## src/rtl/fetch_pkg.sv

```systemverilog
// fetch_pkg: shared defaults and FSM encoding for the instruction-fetch front end
//  FETCH_XLEN/FETCH_RESET_PC/FETCH_PC_STEP/FETCH_QDEPTH: parameter defaults for fetch_unit
//  fetch_state_e: IDLE (no fetching), FETCH (issuing), DRAIN (discarding stale responses)
package fetch_pkg;
  localparam int FETCH_XLEN = 32;
  localparam logic [31:0] FETCH_RESET_PC = 32'h0000_3000;
  localparam int FETCH_PC_STEP = 4;
  localparam int FETCH_QDEPTH = 4;
  typedef enum logic [1:0] {
    IDLE  = 2'd0,
    FETCH = 2'd1,
    DRAIN = 2'd2
  } fetch_state_e;
endpackage

```

## src/rtl/fetch_queue.sv

```systemverilog
// fetch_queue: synchronous FIFO with flush and occupancy count
//  i_clk        clock
//  i_rst        synchronous active-low reset
//  i_flush      empty the FIFO (wins over push/pop)
//  i_push/i_din write an entry (ignored when full)
//  i_pop        drop the head entry (ignored when empty)
//  o_valid      FIFO non-empty; o_dout is the head entry
//  o_count      number of stored entries
module fetch_queue
  import fetch_pkg::*;
#(
  parameter int W = 64,
  parameter int DEPTH = 4
) (
  input  logic                   i_clk,
  input  logic                   i_rst,
  input  logic                   i_flush,
  input  logic                   i_push,
  input  logic [W-1:0]           i_din,
  input  logic                   i_pop,
  output logic                   o_valid,
  output logic [W-1:0]           o_dout,
  output logic [$clog2(DEPTH):0] o_count
);
  localparam int AW = $clog2(DEPTH);
  logic [W-1:0] r_mem [DEPTH];
  logic [AW-1:0] r_wp, r_rp;
  logic [AW:0] r_cnt;
  logic w_push, w_pop;
  assign w_push = i_push && (r_cnt != (AW+1)'(DEPTH));
  assign w_pop = i_pop && (r_cnt != '0);
  assign o_valid = r_cnt != '0;
  assign o_dout = r_mem[r_rp];
  assign o_count = r_cnt;
  always_ff @(posedge i_clk) begin
    if (!i_rst || i_flush) begin
      r_wp <= '0;
      r_rp <= '0;
      r_cnt <= '0;
    end else begin
      if (w_push) r_wp <= r_wp + AW'(1);
      if (w_pop) r_rp <= r_rp + AW'(1);
      r_cnt <= r_cnt + (AW+1)'(w_push) - (AW+1)'(w_pop);
    end
  end
  always_ff @(posedge i_clk) begin
    if (w_push) r_mem[r_wp] <= i_din;
  end
endmodule

```

## src/rtl/fetch_unit.sv

```systemverilog
// fetch_unit: instruction-fetch front end (PC, imem request tracking, redirect, decode queue)
//  i_clk/i_rst           clock, synchronous active-low reset
//  i_en                  fetch enable
//  o_imem_req/o_imem_addr  request strobe and address (always accepted)
//  i_imem_rvalid/i_imem_rdata  in-order responses
//  i_redirect_valid/i_redirect_pc  branch redirect pulse and target
//  o_out_valid/i_out_ready/o_out_pc/o_out_instr  decode-side queue head
//  o_pc                  next fetch PC
module fetch_unit
  import fetch_pkg::*;
#(
  parameter int XLEN = FETCH_XLEN,
  parameter logic [XLEN-1:0] RESET_PC = XLEN'(FETCH_RESET_PC),
  parameter int PC_STEP = FETCH_PC_STEP,
  parameter int QDEPTH = FETCH_QDEPTH
) (
  input  logic            i_clk,
  input  logic            i_rst,
  input  logic            i_en,
  output logic            o_imem_req,
  output logic [XLEN-1:0] o_imem_addr,
  input  logic            i_imem_rvalid,
  input  logic [XLEN-1:0] i_imem_rdata,
  input  logic            i_redirect_valid,
  input  logic [XLEN-1:0] i_redirect_pc,
  output logic            o_out_valid,
  input  logic            i_out_ready,
  output logic [XLEN-1:0] o_out_pc,
  output logic [XLEN-1:0] o_out_instr,
  output logic [XLEN-1:0] o_pc
);
  localparam int CW = $clog2(QDEPTH) + 1;
  localparam logic [CW:0] OCC_MAX = (CW+1)'(QDEPTH);
  fetch_state_e r_state, w_state_nxt;
  logic [XLEN-1:0] r_pc, w_pc_nxt, w_tag;
  logic [CW-1:0] r_drop, w_drop_nxt, w_q_cnt, w_outstanding, w_out_after;
  logic [CW:0] w_occ;
  logic [2*XLEN-1:0] w_head;
  logic w_tag_valid, w_rv, w_req, w_push, w_pop;
  // The tag FIFO holds one entry per request in flight, so its occupancy is the
  // outstanding count; responses with nothing in flight (stale after reset) are ignored.
  assign w_rv = i_imem_rvalid && w_tag_valid;
  assign w_out_after = w_outstanding - CW'(w_rv);
  // Queue slots plus in-flight requests bound issue, so a response always finds room.
  assign w_occ = {1'b0, w_q_cnt} + {1'b0, w_outstanding};
  assign w_req = (r_state == FETCH) && i_en && !i_redirect_valid && (w_occ < OCC_MAX);
  assign w_push = w_rv && !i_redirect_valid && (r_drop == '0);
  assign w_pop = o_out_valid && i_out_ready;
  // Everything still in flight after a redirect cycle belongs to the old path.
  assign w_drop_nxt = i_redirect_valid ? w_out_after : r_drop - CW'(w_rv && (r_drop != '0));
  assign w_pc_nxt = i_redirect_valid ? {i_redirect_pc[XLEN-1:2], 2'b00} :
                    w_req ? r_pc + XLEN'(PC_STEP) : r_pc;
  assign o_imem_req = w_req;
  assign o_imem_addr = r_pc;
  assign o_pc = r_pc;
  assign o_out_pc = w_head[2*XLEN-1:XLEN];
  assign o_out_instr = w_head[XLEN-1:0];
  always_comb begin
    w_state_nxt = r_state;
    if (i_redirect_valid) w_state_nxt = (w_out_after != '0) ? DRAIN : FETCH;
    else if (r_state == DRAIN) w_state_nxt = (w_drop_nxt != '0) ? DRAIN : (i_en ? FETCH : IDLE);
    else w_state_nxt = i_en ? FETCH : IDLE;
  end
  always_ff @(posedge i_clk) begin
    if (!i_rst) begin
      r_state <= IDLE;
      r_pc <= RESET_PC;
      r_drop <= '0;
    end else begin
      r_state <= w_state_nxt;
      r_pc <= w_pc_nxt;
      r_drop <= w_drop_nxt;
    end
  end
  fetch_queue #(.W(XLEN), .DEPTH(QDEPTH)) u_tag (
    .i_clk   (i_clk),
    .i_rst   (i_rst),
    .i_flush (1'b0),
    .i_push  (w_req),
    .i_din   (r_pc),
    .i_pop   (w_rv),
    .o_valid (w_tag_valid),
    .o_dout  (w_tag),
    .o_count (w_outstanding)
  );
  fetch_queue #(.W(2*XLEN), .DEPTH(QDEPTH)) u_iq (
    .i_clk   (i_clk),
    .i_rst   (i_rst),
    .i_flush (i_redirect_valid),
    .i_push  (w_push),
    .i_din   ({w_tag, i_imem_rdata}),
    .i_pop   (w_pop),
    .o_valid (o_out_valid),
    .o_dout  (w_head),
    .o_count (w_q_cnt)
  );
endmodule

```

## config.mk

```make
export PLATFORM = sky130hd
export DESIGN_NAME = fetch_unit
export DESIGN_NICKNAME = d
export VERILOG_FILES = /design/src/rtl/fetch_pkg.sv /design/src/rtl/fetch_queue.sv /design/src/rtl/fetch_unit.sv
export SDC_FILE = /design/constraint.sdc
export NUM_CORES = 1
export LEC_CHECK = 0
export ABC_AREA = 0
export CAP_MARGIN = 30
export CORE_UTILIZATION = 64
export CTS_CLUSTER_SIZE = 14
export DETAILED_ROUTE_END_ITERATION = 10
export DONT_BUFFER_PORTS = 1
export PLACE_DENSITY = 0.8
export SETUP_SLACK_MARGIN = 0.2
export SLEW_MARGIN = 20
export SYNTH_ARGS = -nofsm -noshare
export SYNTH_HDL_FRONTEND = slang
export SYNTH_SLANG_ARGS = --single-unit
```

## constraint.sdc

```tcl
create_clock -name i_clk -period 6.3 [get_ports i_clk]
set_clock_uncertainty 0.15 [all_clocks]
set_input_delay 0.945 -clock i_clk [delete_from_list [all_inputs] [get_ports i_clk]]
set_output_delay 0.945 -clock i_clk [all_outputs]
set_load 0.02 [all_outputs]
```

After elaboration in Yosys (flattened, before gate mapping):

Memory sizes are Yosys's and may differ from the RTL's. A register that Yosys moved wholly into a read port is not among the register bits.
Index checks and enable logic that the tools add are counted.

* reduce and logical (&&, ||, !) cells: 23
* magnitude comparators: 1
* bitwise gates (word level): 1
* add/sub/neg operators: 12
* muxes and demuxes: 16
* equality and inequality tests: 4

Operator list (number)
* 32-bit 2-to-1 mux: 2
* 32-bit by 3-bit adder with 32-bit output (second input constant): 1
* 2-bit 2-to-1 mux: 8
* 3-bit nonzero test: 5
* 1-bit logical AND: 12
* 3-bit by 1-bit subtractor with 3-bit output: 4
* 2-bit by 1-bit adder with 2-bit output (second input constant): 4
* 3-bit by 1-bit adder with 3-bit output: 2
* 3-bit != test (second input constant): 2
* 1-bit 2-to-1 mux: 5
* 3-bit by 3-bit adder with 4-bit output: 1
* 4-bit by 3-bit less-than comparator with 1-bit output (second input constant): 1
* 3-bit zero test: 1
* 3-bit 2-to-1 mux: 1
* 2-bit by 1-bit equality test with 1-bit output (second input constant): 1
* 2-bit equality test (second input constant): 1
* 1-bit zero test: 2
* 2-bit nonzero test: 1
* 2-bit OR reduction: 1
* 1-bit logical OR: 1
* 1-bit inverter: 1

* input bits: 70
* bits in writable memories: 384
* memories: 2
* output and inout port bits: 130
* flip-flop bits (word level): 51

Memory list
* u_iq.r_mem: words 4, width 64, read ports 1, clocked after Yosys merged registers in 1, write ports 1, RTL line fetch_queue.sv:26 `logic [W-1:0] r_mem [DEPTH];`
* u_tag.r_mem: words 4, width 32, read ports 1, clocked after Yosys merged registers in 1, write ports 1, RTL line fetch_queue.sv:26

Depth between registers and ports, before layout:

Gate-level depths: netlist (run 1).

* depth in word-level cells: 9
* gate-level depth with buffers: 10
* mapped depth without buffers: 10

Cells and area by module:

A second synthesis (run 1) with hierarchy kept.

* cell total of the unflattened synthesis: 902
* area total of the unflattened synthesis: 17120.2 µm²

By module, submodules not included
* fetch_queue (u_iq): seq. area each 7867.5 µm², area an instance 9696.8 µm², times used 1, cells each 383
* fetch_queue (u_tag): seq. area each 4023.9 µm², area an instance 5081.1 µm², times used 1, cells each 216
* fetch_unit: seq. area each 700.7 µm², area an instance 2342.2 µm², times used 1, cells each 303

Least setup slack after synthesis (run 1):

OpenSTA, ideal clock, no wires.

* path kind: input-to-reg
* start point: input port i_imem_rvalid
* end point: memory u_iq.r_mem[0][0] (enable)
* path slack: 2494 ps
* cell stages on the path: 4
* library setup time: 426 ps
* arrival: 3229 ps
* cell sequence: o31a_1 -> nand2_1 -> a211oi_1 -> and2_1

* cells in the longest elaborated chain, start to end: 6

Ends and longest elaborated chain
* start: declaration: RTL line fetch_unit.sv:22 `input logic i_imem_rvalid,`
* 1-bit logical AND: RTL line fetch_unit.sv:42 `assign w_rv = i_imem_rvalid && w_tag_valid;`
* 1-bit logical AND (2 in a row): RTL line fetch_unit.sv:47 `assign w_push = w_rv && !i_redirect_valid && (r_drop == '0);`
* 1-bit logical AND: RTL line fetch_queue.sv:30 `assign w_push = i_push && (r_cnt != (AW+1)'(DEPTH));`
* 1-bit 2-to-1 mux: RTL line fetch_queue.sv:47 `if (w_push) r_mem[r_wp] <= i_din;`
* 1-bit 2-to-1 mux (not written as such): RTL line fetch_queue.sv:47
* end: declaration: RTL line fetch_queue.sv:26

Every way passes these cells.

==> impl_summary.txt, run 1 <==
----------------------------------------------------
[Finish]
  Area delta synth->final ... 8.82%
  Final-stage net count ... 929
  Sequential standard cell area ... 12100 sq um
  Multi-input combinational cell area ... 3790 sq um
  Layout fillers ... 1508
  Count of antenna diodes in the layout ... 0
  Fraction of final layout cells with drive strength greater than 1 ... 0.200
  Final core occ ... 0.709

[Clock tree]
  CTS Buf Count ... 40
  Insertion delay of the later-clocked pin in the worst-skew pair ... 0.53 ns
  Count of buffers added by post-CTS timing repair for setup ... 0
  Clock slew at reported path FFs ... 0.06 ns
  Buffers from clock root to sink, at most ... 3
  Root buffer cell ... sky130_fd_sc_hd__clkbuf_16
  Number of hold buffers added after CTS ... 0
  Num Clock Sinks ... 421
  CTS H-tree lvls ... 2
  Number of cells upsized or downsized after cts ... 0
  CTS tree ... yes

[Timing]
  Worst slew pin tran ... 0.965 ns
  Number of hold-slack violations in the final timing report ... 0
  Setup violations, final ... 0
  Final period demand of the worst path ... 3.77 ns
  Count of final max-slew check failures ... 0
  Max Clock Freq ... 265 MHz
  Share of the cycle needed by the critical path after routing ... 0.599
  TNS Setup ... 0 ns
  Worst relative slew slack ... 0.357
  Setup repair after global routing missed its margin ... false

[Placed design]
  Detailed placement HPWL ... 18600 microns
  Port Buffer Count ... 0
  Final RePlAce weighted congestion ... 0.856

[Yosys]
  Share of flip-flops with an asynchronous set or reset after synthesis ... 0
  Cell with the most instances after synthesis ... sky130_fd_sc_hd__edfxtp_1
  Post-synth top cells ... 368 x sky130_fd_sc_hd__edfxtp_1, 92 x sky130_fd_sc_hd__mux4_2, 53 x sky130_fd_sc_hd__dfxtp_1, 36 x sky130_fd_sc_hd__buf_4, 29 x sky130_fd_sc_hd__nor2_1
  Netlist area before placement ... 16400 sq um
  EDFF count, synth ... 368
  Post-synthesis register bit count ... 421
  Leading post-synthesis cells by cell area ... sky130_fd_sc_hd__edfxtp_1 68%, sky130_fd_sc_hd__mux4_2 13%, sky130_fd_sc_hd__dfxtp_1 6.5%, sky130_fd_sc_hd__buf_4 1.7%, sky130_fd_sc_hd__ha_1 1.5%
  Area fraction of the dominant cell type after synthesis ... 0.676
  Cell type with the largest total area after synthesis ... sky130_fd_sc_hd__edfxtp_1
  Sequential element share of the synthesized area ... 0.740
  Synthesized area divided by synthesized cell count ... 19.2 sq um
  Number of library cell types mapped by synthesis ... 47
  Yosys Warn Count ... 0
  Most used flip-flop cell after synthesis ... sky130_fd_sc_hd__edfxtp_1
  Mapped Cells ... 853

[Die]
  Placement row count ... 58
  IO Pins ... 200
  Area enclosed by the die boundary ... 26200 sq um
  Vertical die dimension ... 162 microns
  Die extent in x ... 162 microns
  Starting utilization of the core area ... 0.651
  Core Footprint ... 25100 sq um

[Worst hold path]
  Instance count along the most critical hold path ... 0
  Startpoint of the tightest hold check path ... i_imem_rdata[5]
  Class of the tightest hold or removal check ... in -> reg

[GRT]
  Grt ovf ... 0
  Global Route Usage Sum ... 0.243
  Pin count of the biggest net entering global routing ... 63
  Wire length of the first global-routing pass ... 47100 microns
  Vias in the first global route ... 8057
  Antenna violations before repair ... 0

[Power]
  Areal power density over the cells ... 356 nW/um^2
  Peak supply drop ... 0.000194 V
  Leakage power ... 0.00556 uW

[Route]
  Iteration-0 DRC Markers ... 669
  Routed length per placed instance ... 25.6 microns
  Vias per cell ... 6.48
  Residual DRC ... 0
  Total vias in the final route ... 7755
  Count of antenna-violating nets left after detailed routing ... 0
  Count of TritonRoute iterations in the first routing pass ... 5
  Final routed wirelength across all metal layers ... 30700 microns

[Outcome]
  Outcome ... finished, final reports clean

[Setup path]
  Crit. End Element ... output pin
  Flop2flop setup slack ... 2.79 ns
  Worst reg2reg path depth ... 6
  Worst Path Class, Setup ... reg -> out
  Reg2reg end ... u_tag.r_mem[0][8]
  Worst setup endpoint ... o_out_instr[4]
  Required @ worst endpoint ... 5.20 ns
  RR Startpoint ... u_tag.o_count[2]
  Critical path arrival ... 2.68 ns
  Crit start category ... flip-flop
  Highest net fanout along the worst path ... 39

[Run]
  Maxcap violations ... 0

----------------------------------------------------
==> how the worst min path moves through the flow <==
stage	end	slack (ns)
floorplan	flip-flop	0.33
global placement	flip-flop	0.35
detailed placement	flip-flop	0.38
CTS	o_imem_addr[13]	0.34
global route	u_iq.r_mem[0][5]	0.33
finish	u_iq.r_mem[0][5]	0.36
==> metal layers <==
| layer | part of all wire | track usage | vias to the layer above |
|---|---|---|---|
| met5 | 0 | 0 | - |
| li1 | - | - | 3323 |
| met4 | 0.020 | 0.0793 | 0 |
| met1 | 0.39 | 0.308 | 4022 |
| met3 | 0.081 | 0.0644 | 56 |
| met2 | 0.50 | 0.411 | 354 |
==> power breakdown <==
group | switching [uW] | total (uW) | internal, uW
combinational | 352 | 634 | 282
sequential | 154 | 3380 | 3220
clock | 952 | 2320 | 1370
total | 1460 | 6330 | 4870
==> state kept, by name, indices dropped and copies added (netlist names), named ones only <==
name           flops
u_tag.r_mem      120
u_iq.r_mem       248
u_iq.r_wp          2
u_iq.r_rp          2
u_tag.r_rp         2
u_iq.o_count       3
o_imem_addr       30
u_tag.r_wp         2
u_tag.o_count      3
r_drop             3
r_state            2
==> layout by cell type (no fill, tap or decap), types with 3 or more instances in the layout <==
cell and instances:
sky130_fd_sc_hd__and3_1 6, sky130_fd_sc_hd__clkbuf_16 41, sky130_fd_sc_hd__buf_4 7, sky130_fd_sc_hd__or4_1 3
sky130_fd_sc_hd__mux2i_1 4, sky130_fd_sc_hd__and2_4 4, sky130_fd_sc_hd__xnor2_1 23, sky130_fd_sc_hd__nor4_1 5
sky130_fd_sc_hd__clkinv_1 9, sky130_fd_sc_hd__o21ai_0 22, sky130_fd_sc_hd__nand2_1 18, sky130_fd_sc_hd__nor2b_1 4
sky130_fd_sc_hd__dfxtp_1 50, sky130_fd_sc_hd__edfxtp_1 368, sky130_fd_sc_hd__nor3_1 6, sky130_fd_sc_hd__a211oi_1 8
sky130_fd_sc_hd__and4_1 4, sky130_fd_sc_hd__mux4_2 92, sky130_fd_sc_hd__nand4_1 13, sky130_fd_sc_hd__and2_1 9
sky130_fd_sc_hd__clkinv_2 6, sky130_fd_sc_hd__nand3_1 10, sky130_fd_sc_hd__clkbuf_1 9, sky130_fd_sc_hd__xor2_1 13
sky130_fd_sc_hd__bufinv_16 4, sky130_fd_sc_hd__ha_1 19, sky130_fd_sc_hd__a31oi_1 5, sky130_fd_sc_hd__inv_1 18
sky130_fd_sc_hd__a21oi_1 20, sky130_fd_sc_hd__buf_12 4, sky130_fd_sc_hd__nor2_1 29, sky130_fd_sc_hd__conb_1 6
==> through the flow <==
stage                     setup slack (ns)  total power, uW  instances  cell area, sq um  hold slack, ns
after detailed placement              2.67             4070       1123             16500           0.382
after floorplan                       2.49             3920        858             16400           0.335
final                                 2.53             6330       1197             17800           0.362
after global routing                  2.30             6540       1197             17800           0.334
after CTS                             2.40             6380       1194             17700           0.338
after global placement                2.76             4010       1122             16400           0.353
==> cell type report <==
class	count	share of cell area
multi-input cells	344	0.213
repair buffers	11	0.00745
clock inverters	20	0.0111
clock buffers	51	0.0603
inverters	20	0.00422
well taps	330	0.0232
flip-flops and latches	421	0.681
==> critical path, cell delays in order, from the launching register on <==
cell,delay (ns)
sky130_fd_sc_hd__dfxtp_4,0.90
sky130_fd_sc_hd__buf_4,0.55
sky130_fd_sc_hd__mux4_2,0.66
==> cells by family (layout without fill, tap and decap cells) <==
kind of cell | Yosys count | in the layout | share of synthesized area
DFF | 421 | 421 | 0.740
and+or+nand+nor | 120 | 120 | 0.0404
muxes | 96 | 96 | 0.129
buffers and inverters | 93 | 102 | 0.0298
AOI/OAI and AO/OA | 65 | 65 | 0.0239
xor gates and xnor gates | 36 | 36 | 0.0193
adders and majority gates | 21 | 21 | 0.0170
other | 1 | 6 | 0.000229
Note: power is estimated with default switching activity, not from simulation.
==> inputs of run 2 (changes only) <==
Settings changed: CORE_UTILIZATION 64 to 57, PLACE_DENSITY 0.8 to 0.75.
Clock period 6.3 ns to 3.3 ns, I/O delays scaled along.
==> impl_summary.txt, run 2 (synthesized netlist as in run 1, its figures left out) <==
----------------------------------------------------
[Route]
  Count of TritonRoute iterations in the first routing pass ... 5 (unchanged)
  Residual DRC ... 0 (unchanged)
  Vias per cell ... 6.08 (was 6.48)
  Iteration-0 DRC Markers ... 581 (was 669)
  Routed length per placed instance ... 24.5 microns (was 25.6 microns)
  Total vias in the final route ... 8121 (was 7755)
  Count of antenna-violating nets left after detailed routing ... 0 (unchanged)
  Final routed wirelength across all metal layers ... 32800 microns (was 30700 microns)

[Worst hold path]
  Instance count along the most critical hold path ... 2 (was 0)
  Class of the tightest hold or removal check ... in -> reg (unchanged)
  Hold-critical path endpoint ... o_imem_addr[21] (was u_iq.r_mem[0][5])
  Startpoint of the tightest hold check path ... i_redirect_pc[21] (was i_imem_rdata[5])

[Setup path]
  Worst Path Class, Setup ... reg -> reg (was reg -> out)
  Highest net fanout along the worst path ... 11 (was 39)
  Required @ worst endpoint ... 3.57 ns (was 5.20 ns)
  Crit path buf inv count ... 2 (was 1)
  Crit. End Element ... flip-flop (was output pin)
  RR Startpoint ... u_tag.o_count[2] (unchanged)
  Worst setup path start ... u_tag.o_count[2]
  CP cell instances ... ha_1, nor4b_4, nand4_1, buf_4, nor3_1, xnor2_1, o211ai_1, dlygate4sd3_1 (was buf_4, mux4_2)
  Worst reg2reg path depth ... 8 (was 6)
  Crit start category ... flip-flop (unchanged)
  Standard cell with the maximum stage delay on the critical path ... sky130_fd_sc_hd__dlygate4sd3_1 (was sky130_fd_sc_hd__dfxtp_4)
  Reg2reg end ... o_imem_addr[13] (was u_tag.r_mem[0][8])
  Stage delay of the slowest cell on the critical path ... 0.61 ns (was 0.90 ns)
  Critical path arrival ... 3.20 ns (was 2.68 ns)
  Flop2flop setup slack ... 0.37 ns (was 2.79 ns)
  Cell type group with the largest total delay on the critical path ... buffers and inverters (was flip-flops)

[Timing]
  WHS ... 0.0181 ns (was 0.362 ns)
  Setup violations, final ... 0 (unchanged)
  Setup repair after global routing missed its margin ... false (unchanged)
  Worst slew pin tran ... 0.727 ns (was 0.965 ns)
  Count of final max-slew check failures ... 0 (unchanged)
  TNS Setup ... 0 ns (unchanged)
  Final period demand of the worst path ... 2.93 ns
  Number of hold-slack violations in the final timing report ... 0 (unchanged)
  Share of the cycle needed by the critical path after routing ... 0.889
  Worst relative slew slack ... 0.515 (was 0.357)
  Max Clock Freq ... 341 MHz

[Finish]
  Area delta synth->final ... 14.8% (was 8.82%)
  Most frequent cells in the layout ... 368 x sky130_fd_sc_hd__edfxtp_1, 92 x sky130_fd_sc_hd__mux4_2, 50 x sky130_fd_sc_hd__dfxtp_1 (unchanged)
  Fraction of final layout cells with drive strength greater than 1 ... 0.231 (was 0.200)
  Most common library cell in the layout ignoring fill and taps ... sky130_fd_sc_hd__edfxtp_1 (unchanged)
  Layout fillers ... 1774 (was 1508)
  Count of antenna diodes in the layout ... 0 (unchanged)
  Flip-flop count of the largest register after layout ... 248 (unchanged)
  Register ranked first by flip-flop count ... u_iq.r_mem (unchanged)
  Sequential standard cell area ... 12100 sq um (unchanged)
  Final-stage net count ... 1016 (was 929)
  Multi-input combinational cell area ... 3800 sq um (was 3790 sq um)

[Power]
  Switching fraction of total power ... 0.231 (was 0.230)
  Internal power component ... 9600 uW (was 4870 uW)
  Proportion of power drawn by the clock network ... 0.377 (was 0.366)
  Leakage power ... 0.00602 uW (was 0.00556 uW)
  Sequential cell fraction of total power ... 0.504 (was 0.534)
  Fraction of power consumed by combinational cells ... 0.119 (was 0.100)
  Areal power density over the cells ... 665 nW/um^2 (was 356 nW/um^2)
  Peak supply drop ... 0.000527 V (was 0.000194 V)
  Switch Pwr ... 2880 uW (was 1460 uW)

[Clock tree]
  Num Clock Sinks ... 421 (unchanged)
  Insertion delay of the later-clocked pin in the worst-skew pair ... 0.53 ns (about the same)
  Root buffer cell ... sky130_fd_sc_hd__clkbuf_16 (unchanged)
  Buffers from clock root to sink, at most ... 3 (unchanged)
  Clock slew at reported path FFs ... 0.06 ns (about the same)
  Count of buffers added by post-CTS timing repair for setup ... 0 (unchanged)
  CTS Buf Count ... 42 (was 40)
  CTS H-tree lvls ... 2 (unchanged)
  CTS tree ... yes (unchanged)

[Placed design]
  Detailed placement HPWL ... 20700 microns (was 18600 microns)
  Port Buffer Count ... 0 (unchanged)
  Final RePlAce weighted congestion ... 0.858 (was 0.856)

[Die]
  Area enclosed by the die boundary ... 29400 sq um (was 26200 sq um)
  IO Pins ... 200 (unchanged)
  Placement row count ... 61 (was 58)
  Die extent in x ... 171 microns (was 162 microns)
  Starting utilization of the core area ... 0.584 (was 0.651)
  Vertical die dimension ... 171 microns (was 162 microns)
  Core Footprint ... 28000 sq um (was 25100 sq um)

[GRT]
  Grt ovf ... 0 (unchanged)
  Global Route Usage Sum ... 0.231 (was 0.243)
  Vias in the first global route ... 8463 (was 8057)
  Wire length of the first global-routing pass ... 49500 microns (was 47100 microns)
  Pin count of the biggest net entering global routing ... 63 (unchanged)
  Antenna violations before repair ... 1 (was 0)

[Outcome]
  Outcome ... finished, final reports clean (unchanged)

[Run]
  Maxcap violations ... 0 (unchanged)

----------------------------------------------------
## run 2: changes by cell type in the layout (fill, tap and decap cells not counted), sizes merged
cell,before,now
clkinv,15,14
clkbuf,51,56
clkinvlp,0,1
buf,11,53
dlygate4sd3,0,43
## run 2: power by group through the flow
| stage | Sequential (uW) | Combinational, uW | Clock [uW] |
|---|---|---|---|
| detailed placement | 6410 | 1430 | 0 |
| finish | 6290 | 1490 | 4700 |
| floorplan | 6390 | 1090 | 0 |
| global placement | 6390 | 1360 | 0 |
| CTS | 6300 | 1490 | 4780 |
| global route | 6320 | 1600 | 4980 |
## run 2: per-stage QoR
step	area, sq um	utilization	instances	total power, uW	setup slack (ns)
4_1_cts	18800	0.670	1335	12600	0.223
2_1_floorplan	16400	-	858	7480	0.297
3_3_place_gp	17000	0.605	1216	7740	0.507
3_5_place_dp	17000	0.605	1216	7830	0.401
6_report	18800	0.671	1335	12500	0.366
5_1_grt	18800	0.671	1335	12900	0.225
## run 2: repair_timing
action,4_1_cts,5_1_grt
resized for setup,0,2
hold buffers,43,0
setup endpoints to repair,0,3
hold endpoints to repair,156,0
## run 2: metal layers
layer  GRT usage  wire length (microns)
met1       0.300                  13200
met2       0.379                  16200
met3      0.0605                   2590
met4      0.0792                    794
met5           0                     13
## run 2: worst max-delay path by stage
stage / end / slack (ns) / cells past startpoint
2_1_floorplan: u_tag.r_mem[1][10] / 0.30 / 5
3_3_place_gp: u_tag.o_count[2] / 0.51 / 10
3_5_place_dp: u_tag.r_mem[3][26] / 0.40 / 7
4_1_cts: o_imem_req / 0.22 / 5
5_1_grt: o_imem_addr[13] / 0.23 / 8
6_report: o_imem_addr[13] / 0.37 / 8
## run 2: area by class of cell
cell class,count,area share
clock inverters,20,0.0107
repair buffers,96,0.0494
flip-flops and latches,421,0.645
inverters,20,0.00400
multi-input cells,344,0.202
well taps,378,0.0252
clock buffers,56,0.0632
==> inputs of run 3 (changes only) <==
Settings changed: CORE_MARGIN from default to 2.
==> impl_summary.txt, run 3 (synthesized netlist as in run 1, its figures left out) <==
----------------------------------------------------
[Power]
  Leakage power ... 0.00598 uW (was 0.00602 uW)
  Areal power density over the cells ... 655 nW/um^2 (was 665 nW/um^2)
  Peak supply drop ... 0.000334 V (was 0.000527 V)

[Finish]
  Layout fillers ... 1863 (was 1774)
  Fin cells ... 1336 (was 1335)
  Most frequent cells in the layout ... 368 x sky130_fd_sc_hd__edfxtp_1, 92 x sky130_fd_sc_hd__mux4_2, 50 x sky130_fd_sc_hd__dfxtp_1 (unchanged)
  Final core occ ... 0.657 (was 0.671)
  Register ranked first by flip-flop count ... u_iq.r_mem (unchanged)
  Most common library cell in the layout ignoring fill and taps ... sky130_fd_sc_hd__edfxtp_1 (unchanged)
  Area delta synth->final ... 14.3% (was 14.8%)
  Fraction of final layout cells with drive strength greater than 1 ... 0.231 (about the same)
  Post-route standard cell area excluding fillers ... 18700 sq um (was 18800 sq um)
  Count of antenna diodes in the layout ... 0 (unchanged)
  Final-stage net count ... 1016 (unchanged)
  Flip-flop count of the largest register after layout ... 248 (unchanged)

[Setup path]
  Standard cell with the maximum stage delay on the critical path ... sky130_fd_sc_hd__dfxtp_1 (was sky130_fd_sc_hd__dlygate4sd3_1)
  Crit start category ... flip-flop (unchanged)
  Cell type group with the largest total delay on the critical path ... simple AND/OR/NAND/NOR gates (was buffers and inverters)
  Crit path buf inv count ... 1 (was 2)
  Required @ worst endpoint ... 2.65 ns (was 3.57 ns)
  Crit. End Element ... output pin (was flip-flop)
  Worst setup path start ... u_tag.o_count[2] (unchanged)
  Critical path arrival ... 2.21 ns (was 3.20 ns)
  Stage delay of the slowest cell on the critical path ... 0.47 ns (was 0.61 ns)
  Worst Path Class, Setup ... reg -> out (was reg -> reg)
  RR Startpoint ... u_tag.o_count[2] (unchanged)
  Highest net fanout along the worst path ... 6 (was 11)
  CP cell instances ... ha_1, nor4b_4, nand3_1, buf_4, nor2_2 (was ha_1, nor4b_4, nand4_1, buf_4, nor3_1, xnor2_1, o211ai_1, dlygate4sd3_1)

[GRT]
  Vias in the first global route ... 8645 (was 8463)
  Grt ovf ... 0 (unchanged)
  Wire length of the first global-routing pass ... 50800 microns (was 49500 microns)
  Antenna violations before repair ... 1 (unchanged)
  Pin count of the biggest net entering global routing ... 63 (unchanged)
  Global Route Usage Sum ... 0.222 (was 0.231)

[Die]
  Vertical die dimension ... 173 microns (was 171 microns)
  Die extent in x ... 173 microns (was 171 microns)
  IO Pins ... 200 (unchanged)
  Area enclosed by the die boundary ... 30100 sq um (was 29400 sq um)
  Starting utilization of the core area ... 0.575 (was 0.584)
  Placement row count ... 62 (was 61)
  Core Footprint ... 28500 sq um (was 28000 sq um)

[Timing]
  Fin worst setup slack ... 0.444 ns (was 0.366 ns)
  Worst slew pin tran ... 0.833 ns (was 0.727 ns)
  Setup violations, final ... 0 (unchanged)
  Count of final max-slew check failures ... 0 (unchanged)
  Setup repair after global routing missed its margin ... false (unchanged)
  Worst relative slew slack ... 0.443 (was 0.515)
  Final period demand of the worst path ... 2.86 ns (was 2.93 ns)
  Max Clock Freq ... 350 MHz (was 341 MHz)
  Share of the cycle needed by the critical path after routing ... 0.865 (was 0.889)
  Number of hold-slack violations in the final timing report ... 0 (unchanged)
  TNS Setup ... 0 ns (unchanged)

[Worst hold path]
  Class of the tightest hold or removal check ... in -> reg (unchanged)
  Startpoint of the tightest hold check path ... i_redirect_valid (was i_redirect_pc[21])

[Clock tree]
  CTS Buf Count ... 42 (unchanged)
  CTS tree ... yes (unchanged)
  Root buffer cell ... sky130_fd_sc_hd__clkbuf_16 (unchanged)
  CTS H-tree lvls ... 2 (unchanged)
  Clock slew at reported path FFs ... 0.06 ns (about the same)
  Num Clock Sinks ... 421 (unchanged)
  Insertion delay of the later-clocked pin in the worst-skew pair ... 0.52 ns (was 0.53 ns)
  Buffers from clock root to sink, at most ... 3 (unchanged)

[Placed design]
  Worst slack after detailed placement ... 0.437 ns (was 0.401 ns)
  Final RePlAce weighted congestion ... 0.837 (was 0.858)
  Inst Count DP ... 1223 (was 1216)
  Area after DPL ... 17000 sq um (about the same)
  Detailed placement HPWL ... 21100 microns (was 20700 microns)
  Port Buffer Count ... 0 (unchanged)

[Run]
  Maxcap violations ... 0 (unchanged)

[Route]
  Residual DRC ... 0 (unchanged)
  Count of TritonRoute iterations in the first routing pass ... 5 (unchanged)
  Routed length per placed instance ... 24.6 microns (was 24.5 microns)
  Iteration-0 DRC Markers ... 785 (was 581)
  Vias per cell ... 6.07 (was 6.08)
  Final routed wirelength across all metal layers ... 32800 microns (about the same)
  Count of antenna-violating nets left after detailed routing ... 0 (unchanged)
  Total vias in the final route ... 8107 (was 8121)

[Outcome]
  Outcome ... finished, final reports clean (unchanged)

----------------------------------------------------
## run 3: cell types whose count changed in the layout (fill, tap and decap cells not counted), moves of 2 or more
cell	before	now
sky130_fd_sc_hd__clkinv_1	9	7
sky130_fd_sc_hd__dlygate4sd3_1	43	41
sky130_fd_sc_hd__buf_4	45	47
sky130_fd_sc_hd__clkbuf_16	45	43
sky130_fd_sc_hd__clkbuf_4	0	3
sky130_fd_sc_hd__clkinv_2	5	3
## run 3: worst reg2reg max path: cells and delay by family, from the launching register on
family	cells	cell delay (ns)
AOI/OAI and AO/OA	1	0.09
xor gates and xnor gates	1	0.14
adders and majority gates	1	0.31
buffers and inverters	2	0.83
DFF	1	0.47
and+or+nand+nor	3	0.73
## run 3: area by class of cell
class	instances	area (sq um)	area share
Sequential cell	421	12100	0.648
Tap cell	384	480	0.0257
Clock inverter	15	153	0.00816
Multi-Input combinational cell	344	3800	0.203
Inverter	20	75.1	0.00401
Clock buffer	56	1150	0.0613
Timing Repair Buffer	96	931	0.0498
## run 3: repair_timing
| action | in CTS | in global routing |
|---|---|---|
| hold endpoints to repair | 160 | 0 |
| gates resized for setup | 0 | 2 |
| setup buffers | 0 | 0 |
| hold buffers | 41 | 0 |
| setup endpoints to repair | 0 | 2 |
## run 3: worst paths after layout
| check | to | cells after the start | slack (ns) |
|---|---|---|---|
| worst max register to register | o_imem_addr[13] | 8 | 0.47 |
| worst min register to register | u_iq.r_rp[1] | 2 | 0.39 |
| worst min-delay path | r_drop[1] | 2 | 0.02 |
| worst max-delay path | o_imem_req | 5 | 0.44 |
## run 3: layer usage
metal	track usage	part of all wire
met1	0.293	0.39
met2	0.381	0.51
met3	0.0531	0.077
met4	0.0505	0.017
met5	0	0.00040
## run 3: stage by stage
| stage | power [uW] | hold slack [ns] |
|---|---|---|
| floorplan | 7480 | 0.335 |
| detailed placement | 7830 | 0.380 |
| global placement | 7750 | 0.351 |
| CTS | 12300 | 0.000141 |
| global route | 12700 | 0.00210 |
| finish | 12300 | 0.0153 |
## run 3: where the power goes
group          switching (uW)  internal (uW)  leakage (uW)
combinational             849            609       0.00158
sequential                161           6150       0.00377
clock                    1820           2660      0.000634
